`config.mk`:
```
export PLATFORM = sky130hd
export DESIGN_NAME = stopwatch_ctrl
export DESIGN_NICKNAME = d
export VERILOG_FILES = /design/src/rtl/stopwatch_pkg.sv /design/src/rtl/stopwatch_ctrl_btn_conditioner.sv /design/src/rtl/stopwatch_ctrl.sv
export SDC_FILE = /design/constraint.sdc
export NUM_CORES = 1
export LEC_CHECK = 0
export ABC_AREA = 1
export CELL_PAD_IN_SITES_DETAIL_PLACEMENT = 1
export CELL_PAD_IN_SITES_GLOBAL_PLACEMENT = 1
export CORE_MARGIN = 4
export CORE_UTILIZATION = 45
export DETAILED_ROUTE_END_ITERATION = 7
export GPL_TIMING_DRIVEN = 0
export HOLD_SLACK_MARGIN = 0.02
export PLACE_DENSITY = 0.83
export SLEW_MARGIN = 20
export SYNTH_ARGS = -nofsm -noshare
export SYNTH_HDL_FRONTEND = slang
export SYNTH_SLANG_ARGS = --single-unit
```
`constraint.sdc`:
```
create_clock -name clk -period 1.7 [get_ports clk]
set_clock_uncertainty 0.15 [all_clocks]
set_input_delay 0.34 -clock clk [delete_from_list [all_inputs] [get_ports clk]]
set_output_delay 0.34 -clock clk [all_outputs]
set_load 0.005 [all_outputs]
```
`src/rtl/stopwatch_pkg.sv`:
```
// Shared types and constants for the stopwatch control front-end.
package stopwatch_pkg;

  typedef enum logic [1:0] {
    IDLE  = 2'd0,
    RUN   = 2'd1,
    PAUSE = 2'd2
  } state_t;

  localparam int unsigned CLK_HZ_DEF  = 50_000_000;
  localparam int unsigned TICK_HZ_DEF = 100;

  // Clock cycles per counter-chain tick.
  function automatic int unsigned calc_div(input int unsigned clk_hz,
                                           input int unsigned tick_hz);
    return clk_hz / tick_hz;
  endfunction

endpackage

```
`src/rtl/stopwatch_ctrl_btn_conditioner.sv`:
```
// Button conditioner: synchronizer, debouncer and one-cycle press pulse on
// the debounced rising edge.
module btn_conditioner #(
  parameter int unsigned DB_CYCLES   = 1000000,
  parameter int unsigned SYNC_STAGES = 2
) (
  input  logic clk,
  input  logic rst,
  input  logic i_btn,
  output logic o_press
);

  localparam int unsigned    CW      = (DB_CYCLES > 1) ? $clog2(DB_CYCLES) : 1;
  localparam logic [CW-1:0]  CNT_MAX = CW'(DB_CYCLES - 1);

  logic [SYNC_STAGES-1:0] r_sync;
  logic [CW-1:0]          r_cnt;
  logic                   r_db;
  logic                   r_db_d;
  logic                   r_armed;
  logic                   r_press;
  logic                   w_sync;
  logic                   w_diff;

  assign w_sync = r_sync[SYNC_STAGES-1];
  // Until a released level has been debounced, a low input also counts as a
  // change, so a button held through reset never produces a press.
  assign w_diff = (w_sync != r_db) || (!r_armed && !w_sync);

  always_ff @(posedge clk or negedge rst) begin
    if (!rst) begin
      r_sync  <= '0;
      r_cnt   <= '0;
      r_db    <= 1'b0;
      r_db_d  <= 1'b0;
      r_armed <= 1'b0;
      r_press <= 1'b0;
    end else begin
      r_sync  <= {r_sync[SYNC_STAGES-2:0], i_btn};
      r_db_d  <= r_db;
      r_press <= r_db & ~r_db_d & r_armed;
      if (!w_diff) begin
        r_cnt <= '0;
      end else if (r_cnt == CNT_MAX) begin
        r_cnt <= '0;
        r_db  <= w_sync;
        if (!w_sync) r_armed <= 1'b1;
      end else begin
        r_cnt <= r_cnt + 1'b1;
      end
    end
  end

  assign o_press = r_press;

endmodule

```
`src/rtl/stopwatch_ctrl.sv`:
```
// Stopwatch control front-end: button conditioning, IDLE/RUN/PAUSE FSM,
// time-base tick and clear pulse. Lap toggle enabled by STOPWATCH_LAP_EN.
module stopwatch_ctrl
  import stopwatch_pkg::*;
#(
  parameter int unsigned CLK_HZ      = CLK_HZ_DEF,
  parameter int unsigned TICK_HZ     = TICK_HZ_DEF,
  parameter int unsigned DB_CYCLES   = 1000000,
  parameter int unsigned SYNC_STAGES = 2
) (
  input  logic clk,
  input  logic rst,
  input  logic btn_ss,
  input  logic btn_clr,
  output logic tick,
  output logic clr_n,
  output logic running,
  output logic paused,
  output logic lap
);

  localparam int unsigned   DIV     = calc_div(CLK_HZ, TICK_HZ);
  localparam int unsigned   PW      = $clog2(DIV);
  localparam logic [PW-1:0] PRE_MAX = PW'(DIV - 1);

  logic          w_ss;
  logic          w_clr;
  state_t        r_state;
  logic [PW-1:0] r_pre;
  logic          r_tick;
  logic          r_clr_n;
  logic          r_running;
  logic          r_paused;
`ifdef STOPWATCH_LAP_EN
  logic          r_lap;
`endif

  btn_conditioner #(
    .DB_CYCLES  (DB_CYCLES),
    .SYNC_STAGES(SYNC_STAGES)
  ) u_btn_ss (
    .clk    (clk),
    .rst    (rst),
    .i_btn  (btn_ss),
    .o_press(w_ss)
  );

  btn_conditioner #(
    .DB_CYCLES  (DB_CYCLES),
    .SYNC_STAGES(SYNC_STAGES)
  ) u_btn_clr (
    .clk    (clk),
    .rst    (rst),
    .i_btn  (btn_clr),
    .o_press(w_clr)
  );

  always_ff @(posedge clk or negedge rst) begin
    if (!rst) begin
      r_state   <= IDLE;
      r_pre     <= '0;
      r_tick    <= 1'b0;
      r_clr_n   <= 1'b1;
      r_running <= 1'b0;
      r_paused  <= 1'b0;
`ifdef STOPWATCH_LAP_EN
      r_lap     <= 1'b0;
`endif
    end else begin
      r_tick  <= 1'b0;
      r_clr_n <= 1'b1;
      case (r_state)
        IDLE: begin
          r_pre <= '0;
          if (w_clr) begin
            r_clr_n <= 1'b0;
          end else if (w_ss) begin
            r_state   <= RUN;
            r_running <= 1'b1;
          end
        end
        RUN: begin
          // ss wins over clr; leaving RUN neither advances nor ticks.
          if (w_ss) begin
            r_state   <= PAUSE;
            r_running <= 1'b0;
            r_paused  <= 1'b1;
          end else begin
            if (r_pre == PRE_MAX) begin
              r_pre  <= '0;
              r_tick <= 1'b1;
            end else begin
              r_pre <= r_pre + 1'b1;
            end
`ifdef STOPWATCH_LAP_EN
            if (w_clr) r_lap <= ~r_lap;
`endif
          end
        end
        PAUSE: begin
          if (w_clr) begin
            r_state  <= IDLE;
            r_paused <= 1'b0;
            r_pre    <= '0;
            r_clr_n  <= 1'b0;
`ifdef STOPWATCH_LAP_EN
            r_lap    <= 1'b0;
`endif
          end else if (w_ss) begin
            r_state   <= RUN;
            r_running <= 1'b1;
            r_paused  <= 1'b0;
          end
        end
        default: begin
          r_state   <= IDLE;
          r_pre     <= '0;
          r_running <= 1'b0;
          r_paused  <= 1'b0;
        end
      endcase
    end
  end

  assign tick    = r_tick;
  assign clr_n   = r_clr_n;
  assign running = r_running;
  assign paused  = r_paused;
`ifdef STOPWATCH_LAP_EN
  assign lap     = r_lap;
`else
  assign lap     = 1'b0;
`endif

endmodule

```
==> results.md, run 1 <==
- Internal power: 2570 uW
- Cells after Synth: 556
- Post-synth top area share: 0.462
- Setup tns final: -0.0435 ns
- Initial DRC Count: 120
- Non-filler cells, final: 712
- Highest Signal Layer: met4
- Combinational fraction of design power: 0.015
- Dpl hpwl: 7.82 mm
- CP startpoint kind: flop
- CTS tree: done
- Slowest cell on crit path: dfrtp_1
- Top cells by area, synth: dfrtp_1, nand2_1, nor2_1
- Crit-path max FO: 7
- Area of the core: 8810 um^2
- Status: finished with violations
- Yosys top cell by area: dfrtp_1
- CTS Buf Count: 9
- Avg Synthesized Cell Area: 7.41 um^2
- DR WL/cell: 17.4 um
- WL met3: 257 um
- Die area: 10700 um^2
- Diode count: 0
- Clk pin slew, worst setup/hold paths: 0.11 ns
- WP data required: 1.80 ns
- Crit path DAT: 1.84 ns
- PwrDens: 693 nW/um^2
- First-pass GRT wire length: 18.9 mm
- Slowest Stage Delay on Critical Path: 0.41 ns
- Site Rows: 34
- Remaining DRCs: 0
- Chip Height: 104 um
- FILL cells: 1086
- Vias per inst: 5.41
- Maximum VDD drop: 0.000517 V
- Nets: 606
- Root buffer cell: clkbuf_8
- Area Growth Syn to Fin: 21.4%
- Hold crit path type: reg2reg
- Max-slew headroom: 0.668
- Final WL: 12.4 mm
- Routed Antenna Nets: 0
- Min Tclk post-route: 1.73 ns
- Post-Syn Area: 4120 um^2
- Initial core utilization: 0.468
- Sw Pwr: 894 uW
- Syn_nets: 563
- Worst slew pin tran: 0.493 ns
- H-tree Lvls: 3
- Yosys cell types: 33
- Crit-path leading delay family: simple AND/OR/NAND/NOR gates
- Share of layout cells above drive strength 1: 0.180
- Longest Clk Path Bufs: 2
- Worst Path Buf+Inv: 2
- Gpl congestion: 0.845
- DP Cell Count: 672
- Endpoints failing setup: 2
- Most common cell in the netlist: nand2_1
- YS warnings: 0
- FF/Latch Area: 1930 um^2
- Worst skew pair latency: 0.38 ns
- List of most frequent post-synthesis cells: nand2_1, nor2_1, dfrtp_1, inv_1, nand3_1
- First-pass DRT Iterations: 4
- Period utilization: 1.02
- DR vias: 3850
- Power share of the clock group: 0.454
- Die W: 104 um
- Sequential group share of total power: 0.531
- Overall Global Routing Usage: 0.213
- Vias in the first global route: 4069
- Unrepaired setup endpoints after global routing: true
- Failing checks: negative setup slack
- Routed length on met1: 5.30 mm
- Post-synth EDFFs: 0
- CP Class: reg2reg
- Ys flop type: dfrtp_1
- Max Clock Freq: 576 MHz
- Post-synthesis sequential area ratio: 0.468
- Initial antenna violation count: 0
- CTS sink cnt: 77
- Yosys reg bits: 77
- Max-cap violations: 0
- I/O pin count: 9
- FF-to-FF setup slack: -0.03 ns
- Total grt overflow: 0
- Setup slack at placement: -0.184 ns
- IO Port Bufs: 7
- Largest net degree at the start of global routing: 57
- Hold Violations, Final: 0
- Crit-path cells: inv_1 > or2_2 > o21ai_2 > inv_2 > nor3b_1
- Final number of max-transition violations: 0
- Sw Ratio: 0.258
- Synth async-reset ratio: 1.00
- Setup ws final: -0.0347 ns
- Leak pwr: 0.00223 uW
- Detail Route met2 WL: 6.56 mm
- Multi-input combinational cell area: 2170 um^2
- Critical path endpoint category: flop
[metal layers]
| metal | vias to the layer above | global-route usage |
|---|---|---|
| met5 | - | 0 |
| met4 | 0 | 0.0674 |
| met3 | 19 | 0.0261 |
| met2 | 52 | 0.393 |
| met1 | 1947 | 0.259 |
| li1 | 1832 | - |
[registers in the layout, summed over array words and instances (netlist names)]
register           cells
clr_n                  1
paused                 1
r_pre                 19
r_state                2
running                1
tick                   1
u_btn_clr.o_press      1
u_btn_clr.r_armed      1
u_btn_clr.r_cnt       20
u_btn_clr.r_db         1
u_btn_clr.r_db_d       1
u_btn_clr.r_sync       2
u_btn_ss.o_press       1
u_btn_ss.r_armed       1
u_btn_ss.r_cnt        20
u_btn_ss.r_db          1
u_btn_ss.r_db_d        1
u_btn_ss.r_sync        2
[cell type report]
type | instances | share of cell area
multi-input cells | 414 | 0.434
flip-flops and latches | 77 | 0.387
repair buffers | 32 | 0.0568
inverters | 62 | 0.0471
well taps | 108 | 0.0270
clock buffers | 9 | 0.0248
clock inverters | 7 | 0.0190
plain buffers | 3 | 0.00476
[repair_timing]
action / in CTS / in global routing
pin swaps: 6 / 12
hold endpoints to repair: 21 / 0
buffers inserted: 15 / 8
hold buffers: 1 / 0
gates resized for setup: 20 / 52
endpoints found under the setup margin: 43 / 52
[cells by family after synthesis]
kind of cell | after synthesis | share of synthesized area
AOI/OAI and AO/OA | 34 | 0.0453
xor gates and xnor gates | 21 | 0.0447
adders and majority gates | 3 | 0.00912
buffers and inverters | 65 | 0.0623
DFF | 77 | 0.468
other | 1 | 0.000911
and+or+nand+nor | 355 | 0.369
[path summary, 6_finish.rpt]
| kind | from | endpoint | cells past startpoint |
|---|---|---|---|
| hold reg to reg | u_btn_ss.r_sync[0] | u_btn_ss.r_sync[1] | 0 |
| setup reg to reg | u_btn_ss.r_db | u_btn_ss.r_cnt[2] | 5 |
| max in group asynchronous | rst | clr_n | 3 |
| setup / recovery | u_btn_ss.r_db | u_btn_ss.r_cnt[2] | 5 |
| min in group asynchronous | rst | u_btn_clr.r_cnt[18] | 2 |
| hold / removal | u_btn_ss.r_sync[0] | u_btn_ss.r_sync[1] | 0 |
[placed cells by master, fill, tap and decap left out, types with 4 or more instances in the layout]
master         instances
o21bai_1               4
dfrtp_1               72
o21ai_0               14
dlygate4sd2_1          4
xor2_1                17
nand2_4                4
and2_1                 4
inv_2                  7
a21oi_1                6
nand3_1               25
nand2_2                9
nor2_1               116
buf_6                  4
nand4_1               15
xnor2_1                4
inv_1                 54
nand2_1              134
buf_4                 22
nor3_1                10
nor2_4                10
nor2_2                 9
clkbuf_8               9
o21ai_1                4
dfrtp_2                4
[through the flow]
stage	instance area [um^2]	hold slack, ns	power [uW]	util
floorplan	4120	-0.106	1880	-
global route	5000	0.236	3560	0.568
finish	5000	0.214	3460	0.568
CTS	4750	0.213	3460	0.540
global placement	4320	0.185	1920	0.491
detailed placement	4350	0.113	1930	0.494
[power by group through the flow]
stage               clock network (uW)  registers (uW)  logic (uW)
floorplan                            0            1870        2.16
global placement                     0            1870        46.9
detailed placement                   0            1870        54.3
CTS                               1570            1840        56.0
global route                      1660            1840        62.0
finish                            1570            1840        53.3
Power figures use the tool's default switching activity.
==> run 2, diff against run 1 <==
--- a/config.mk
+++ b/config.mk
@@ -9,11 +9,13 @@
 export CELL_PAD_IN_SITES_DETAIL_PLACEMENT = 1
 export CELL_PAD_IN_SITES_GLOBAL_PLACEMENT = 1
 export CORE_MARGIN = 4
-export CORE_UTILIZATION = 45
+export CORE_UTILIZATION = 42
 export DETAILED_ROUTE_END_ITERATION = 7
 export GPL_TIMING_DRIVEN = 0
 export HOLD_SLACK_MARGIN = 0.02
-export PLACE_DENSITY = 0.83
+export PLACE_DENSITY = 0.81
+export SETUP_SLACK_MARGIN = 0.4
+export SKIP_LAST_GASP = 1
 export SLEW_MARGIN = 20
 export SYNTH_ARGS = -nofsm -noshare
 export SYNTH_HDL_FRONTEND = slang
==> constraint.sdc (replaced) <==
create_clock -name clk -period 1.4 [get_ports clk]
set_clock_uncertainty 0.15 [all_clocks]
set_input_delay 0.28 -clock clk [delete_from_list [all_inputs] [get_ports clk]]
set_output_delay 0.28 -clock clk [all_outputs]
set_load 0.005 [all_outputs]
==> results.md, run 2 (same netlist as run 1, synthesis figures left out) <==
- Initial DRC Count: 294 (was 120)
- Longest Clk Path Bufs: 2 (unchanged)
- Worst r2r src: r_pre[10] (was u_btn_ss.r_db)
- Die W: 107 um (was 104 um)
- Max-cap violations: 0 (unchanged)
- Post-layout instance area: 6240 um^2 (was 5000 um^2)
- CP startpoint kind: flop (unchanged)
- Routed Antenna Nets: 0 (unchanged)
- I/O pin count: 9 (unchanged)
- Maximum VDD drop: 0.000628 V (was 0.000517 V)
- Die area: 11500 um^2 (was 10700 um^2)
- Largest regs: u_btn_clr.r_cnt (20), u_btn_ss.r_cnt (20), r_pre (19) (unchanged)
- Largest net degree at the start of global routing: 42 (was 57)
- Diode count: 0 (unchanged)
- Hold Violations, Final: 36 (was 0)
- CP endpoint: r_pre[18] (was u_btn_ss.r_cnt[2])
- Crit path DAT: 2.05 ns (was 1.84 ns)
- First-pass GRT wire length: 25.1 mm (was 18.9 mm)
- Sw Ratio: 0.269 (was 0.258)
- Failing checks: negative hold slack, negative setup slack (was negative setup slack)
- Critical path endpoint category: flop (unchanged)
- CP Class: reg2reg (unchanged)
- Initial core utilization: 0.439 (was 0.468)
- Share of layout cells above drive strength 1: 0.459 (was 0.180)
- DP Area: 4520 um^2 (was 4350 um^2)
- Reg2reg path depth: 6 (was 5)
- Vias per inst: 5.92 (was 5.41)
- Area of the core: 9370 um^2 (was 8810 um^2)
- Chip Height: 107 um (was 104 um)
- First-pass DRT Iterations: 7 (was 4)
- Initial antenna violation count: 0 (unchanged)
- Status: finished with violations (unchanged)
- FF-to-FF setup slack: -0.47 ns (was -0.03 ns)
- Clk pin slew, worst setup/hold paths: 0.10 ns (was 0.11 ns)
- Worst skew pair latency: 0.41 ns (was 0.38 ns)
- Endpoints failing setup: 66 (was 2)
- Most frequent cells in the layout: nand2_1, nor2_1, buf_4 (was nand2_1, nor2_1, dfrtp_1)
- PwrDens: 649 nW/um^2 (was 693 nW/um^2)
- Hold crit path type: in2async (was reg2reg)
- Sequential group share of total power: 0.552 (was 0.531)
- Site Rows: 35 (was 34)
- Max Clock Freq: 535 MHz (was 576 MHz)
- Total grt overflow: 0 (unchanged)
- Commonest non-fill, non-tap cell in the layout: nand2_1 (unchanged)
- DR WL/cell: 25.2 um (was 17.4 um)
- CTS tree: done (unchanged)
- Root buffer cell: clkbuf_8 (unchanged)
- IO Port Bufs: 7 (unchanged)
- Unrepaired setup endpoints after global routing: true (unchanged)
- Area Growth Syn to Fin: 51.5% (was 21.4%)
- Internal power: 2960 uW (was 2570 uW)
- Combinational fraction of design power: 0.017 (was 0.015)
- Worst slew pin tran: 0.525 ns (was 0.493 ns)
- Nets: 671 (was 606)
- CTS Buf Count: 9 (unchanged)
- Sw Pwr: 1090 uW (was 894 uW)
- Vias in the first global route: 4836 (was 4069)
- Final hold slack: -0.317 ns (was 0.214 ns)
- Final WL: 20.1 mm (was 12.4 mm)
- CTS sink cnt: 77 (unchanged)
- Period utilization: 1.33 (was 1.02)
- FILL cells: 1097 (was 1086)
- Leak pwr: 0.00276 uW (was 0.00223 uW)
- FF-to-FF End: r_pre[18] (was u_btn_ss.r_cnt[2])
- Remaining DRCs: 0 (unchanged)
- Power share of the clock group: 0.431 (was 0.454)
- Max-slew headroom: 0.650 (was 0.668)
- CP startpoint: r_pre[10] (was u_btn_ss.r_db)
- Overall Global Routing Usage: 0.285 (was 0.213)
- WP data required: 1.58 ns (was 1.80 ns)
- Util after Layout: 0.666 (was 0.568)
- Gpl congestion: 0.825 (was 0.845)
- Crit-path max FO: 4 (was 7)
- Dpl hpwl: 7.62 mm (was 7.82 mm)
- H-tree Lvls: 3 (unchanged)
- DR vias: 4725 (was 3850)
- Final number of max-transition violations: 0 (unchanged)
- Setup ws final: -0.469 ns (was -0.0347 ns)
- Setup slack at placement: -0.394 ns (was -0.184 ns)
- Min Tclk post-route: 1.87 ns (was 1.73 ns)
==> run 2: cell types whose count changed in the layout (fill, tap and decap cells not counted), sizes merged <==
cell         delta
buf            +70
dlygate4sd2     -4
clkbuf          +2
bufinv          -1
dlygate4sd3     -1
inv             -1
==> run 2: how the worst min path moves through the flow <==
stage | startpoint | endpoint | slack, ns | cells after the start
after floorplan | rst | paused | -0.17 | 0
after global placement | u_btn_clr.r_sync[0] | u_btn_clr.r_sync[1] | 0.19 | 0
after detailed placement | rst | r_pre[16] | 0.13 | 1
after CTS | rst | r_pre[18] | -0.27 | 1
after global routing | rst | r_pre[14] | -0.29 | 1
final | rst | r_pre[14] | -0.32 | 1
==> run 2: power by group through the flow <==
stage	Clock [uW]	Combinational (uW)	Sequential, uW
after global placement	0	57.0	2280
after global routing	1830	79.0	2240
after CTS	1650	69.0	2230
final	1740	70.4	2230
after detailed placement	0	64.2	2280
after floorplan	0	2.63	2280
==> run 2: metrics by stage <==
stage	instances	hold WS, ns	setup TNS [ns]	total power [uW]
2_1_floorplan	556	-0.166	-1.54	2280
3_5_place_dp	693	0.131	-12.62	2340
6_report	798	-0.317	-16.11	4050
4_1_cts	772	-0.266	-4.60	3950
5_1_grt	798	-0.287	-18.97	4150
3_3_place_gp	692	0.187	-234.63	2330
==> run 2: repair_timing <==
action	in CTS	in global routing
pin swaps	52	60
cloned	1	0
hold endpoints to repair	36	36
buffers inserted	62	26
gates resized for setup	134	116
setup endpoints to repair	72	73
==> run 2: routing by layer <==
metal,up-vias,routed length [um],track usage
met1,2362,7100,0.317
met3,125,1340,0.0542
li1,1966,-,-
met2,272,10100,0.520
met5,-,0,0
met4,0,1620,0.135
==> run 2: worst max-delay path, stage by stage (launching register included) <==
cell and delay [ns]:
dfrtp_1 0.52, nand2_1 0.16, nor2_1 0.33, nand2_1 0.17, o21bai_1 0.22, nand2_1 0.10
o21bai_1 0.14
==> run 2: area by class of cell <==
type	instances	area [um^2]	share of cell area
inverter	62	263	0.0421
multi-input combinational	414	2820	0.453
clock buffer	11	141	0.0227
clock inverter	5	43.8	0.00702
buffer	3	30.0	0.00481
timing repair buffer	97	831	0.133
tap	129	161	0.0259
sequential	77	1950	0.312
==> run 3, diff against run 2 <==
--- a/config.mk
+++ b/config.mk
@@ -13,7 +13,7 @@
 export DETAILED_ROUTE_END_ITERATION = 7
 export GPL_TIMING_DRIVEN = 0
 export HOLD_SLACK_MARGIN = 0.02
-export PLACE_DENSITY = 0.81
+export PLACE_DENSITY_LB_ADDON = 0.1
 export SETUP_SLACK_MARGIN = 0.4
 export SKIP_LAST_GASP = 1
 export SLEW_MARGIN = 20
==> results.md, run 3 (same netlist as run 1, synthesis figures left out) <==
- Status: finished with violations (unchanged)
- Failing checks: negative hold slack, negative setup slack (unchanged)
- Area of the core: 9370 um^2 (unchanged)
- Final number of max-transition violations: 0 (unchanged)
- Initial antenna violation count: 0 (unchanged)
- WP data required: 1.49 ns (was 1.58 ns)
- Final WL: 18.6 mm (was 20.1 mm)
- Largest regs: u_btn_clr.r_cnt (20), u_btn_ss.r_cnt (20), r_pre (19) (unchanged)
- Share of layout cells above drive strength 1: 0.467 (was 0.459)
- Endpoints failing setup: 61 (was 66)
- DR WL/cell: 23.3 um (was 25.2 um)
- I/O pin count: 9 (unchanged)
- CP startpoint kind: flop (unchanged)
- Min Tclk post-route: 1.78 ns (was 1.87 ns)
- Total grt overflow: 0 (unchanged)
- Largest net degree at the start of global routing: 46 (was 42)
- First-pass GRT wire length: 23.5 mm (was 25.1 mm)
- Site Rows: 35 (unchanged)
- Unrepaired setup endpoints after global routing: true (unchanged)
- Gpl congestion: 0.804 (was 0.825)
- Crit-path max FO: 6 (was 4)
- Maximum VDD drop: 0.000736 V (was 0.000628 V)
- Critical path endpoint category: flop (unchanged)
- Grt met2 use: 0.469 (was 0.520)
- Nets: 670 (was 671)
- Initial core utilization: 0.439 (unchanged)
- Die area: 11500 um^2 (unchanged)
- Vias per inst: 5.61 (was 5.92)
- Remaining DRCs: 0 (unchanged)
- Root buffer cell: clkbuf_8 (unchanged)
- PwrDens: 724 nW/um^2 (was 649 nW/um^2)
- Commonest non-fill, non-tap cell in the layout: nand2_1 (unchanged)
- Worst skew pair latency: 0.36 ns (was 0.41 ns)
- Setup ws final: -0.379 ns (was -0.469 ns)
- Period utilization: 1.27 (was 1.33)
- Diode count: 0 (unchanged)
- Hold crit path type: in2async (unchanged)
- Most frequent cells in the layout: nand2_1, nor2_1, buf_4 (unchanged)
- CP Class: reg2reg (unchanged)
- First-pass DRT Iterations: 4 (was 7)
- CTS tree: done (unchanged)
- CTS Buf Count: 9 (unchanged)
- Most used routing layer in global routing: met2 (unchanged)
- Non-filler cells, final: 797 (was 798)
- Final hold slack: -0.292 ns (was -0.317 ns)
- Clk pin slew, worst setup/hold paths: 0.10 ns (about the same)
- DP Cell Count: 693 (unchanged)
- DR vias: 4470 (was 4725)
- Hold Violations, Final: 31 (was 36)
- Setup slack at placement: -0.488 ns (was -0.394 ns)
- Longest Clk Path Bufs: 2 (unchanged)
- M1 GR Usage: 0.307 (was 0.317)
- Leak pwr: 0.00280 uW (was 0.00276 uW)
- H-tree Lvls: 3 (unchanged)
- Overall Global Routing Usage: 0.262 (was 0.285)
- FILL cells: 1099 (was 1097)
- Chip Height: 107 um (unchanged)
- IO Port Bufs: 7 (unchanged)
- Vias in the first global route: 4611 (was 4836)
- Crit path DAT: 1.87 ns (was 2.05 ns)
- CTS sink cnt: 77 (unchanged)
- Initial DRC Count: 281 (was 294)
- Die W: 107 um (unchanged)
- Routed Antenna Nets: 0 (unchanged)
- Max Clock Freq: 562 MHz (was 535 MHz)
- Max-cap violations: 0 (unchanged)
- Dpl hpwl: 7.54 mm (was 7.62 mm)
- Met3 GRT Util: 0.0494 (was 0.0542)
- Area Growth Syn to Fin: 52.6% (was 51.5%)
==> run 3: cell count changes in the layout (fill, tap and decap cells not counted), moves of 4 or more <==
cell     change
dfrtp_2      +7
nand2_2      +4
nor2_2       +9
nand3_1      +4
xor2_1       +4
dfrtp_1      -7
xor2_2       -4
nor2_4       -8
buf_4        -5
==> run 3: routing by layer <==
layer | wire length (um) | up-vias | share of wire
met2 | 10100 | 155 | 0.54
li1 | - | 1961 | -
met4 | 845 | 0 | 0.046
met3 | 701 | 72 | 0.038
met5 | 0 | - | 0
met1 | 6930 | 2282 | 0.37
==> run 3: through the flow <==
step	hold slack [ns]	area [um^2]	setup TNS, ns	utilization	total power [uW]
2_1_floorplan	-0.166	4270	-1.54	-	2280
3_5_place_dp	0.112	4530	-13.45	0.483	2340
4_1_cts	-0.295	5640	-5.77	0.602	4540
5_1_grt	-0.266	6280	-17.67	0.671	4680
3_3_place_gp	0.184	4500	-235.23	0.480	2330
6_report	-0.292	6280	-14.99	0.671	4550
==> run 3: worst max-delay path, cell delays in order (launching register included) <==
cell and delay [ns]:
dfrtp_2 0.48, nor2_2 0.20, nand2_2 0.12, nor2_4 0.15, nand3_4 0.14, a21oi_4 0.29, nor2_1 0.12
==> run 3: power breakdown <==
group          leakage, uW  internal [uW]  total, uW  switching, uW
Combinational      0.00167           19.9       71.7           51.8
Clock             0.000127           1250       2240            992
Sequential         0.00100           2230       2230           4.87
==> run 3: cell type report <==
| type | instances | area (um^2) | area share |
|---|---|---|---|
| Sequential cell | 77 | 1950 | 0.311 |
| Clock inverter | 6 | 116 | 0.0185 |
| Inverter | 62 | 255 | 0.0406 |
| Timing Repair Buffer | 96 | 882 | 0.140 |
| Tap cell | 129 | 161 | 0.0257 |
| Buffer | 3 | 33.8 | 0.00538 |
| Clock buffer | 10 | 138 | 0.0219 |
| Multi-Input combinational cell | 414 | 2740 | 0.437 |
==> run 3: timing repair <==
item | in CTS | in global routing
resized for setup | 124 | 119
hold endpoints to repair | 31 | 31
setup endpoints to repair | 72 | 73
gates cloned | 2 | 0
setup buffers | 55 | 31
pin swaps | 46 | 42
==> run 3: worst paths after layout <==
path,from,to,depth (start not counted),slack [ns]
max,r_pre[9],r_pre[7],6,-0.38
min,rst,r_pre[16],1,-0.29
max reg2reg,r_pre[9],r_pre[7],6,-0.38
min reg2reg,u_btn_clr.r_sync[0],u_btn_clr.r_sync[1],0,0.23
max in group asynchronous,rst,u_btn_clr.r_cnt[5],2,0.76
min in group clk,btn_ss,u_btn_ss.r_sync[0],1,0.20
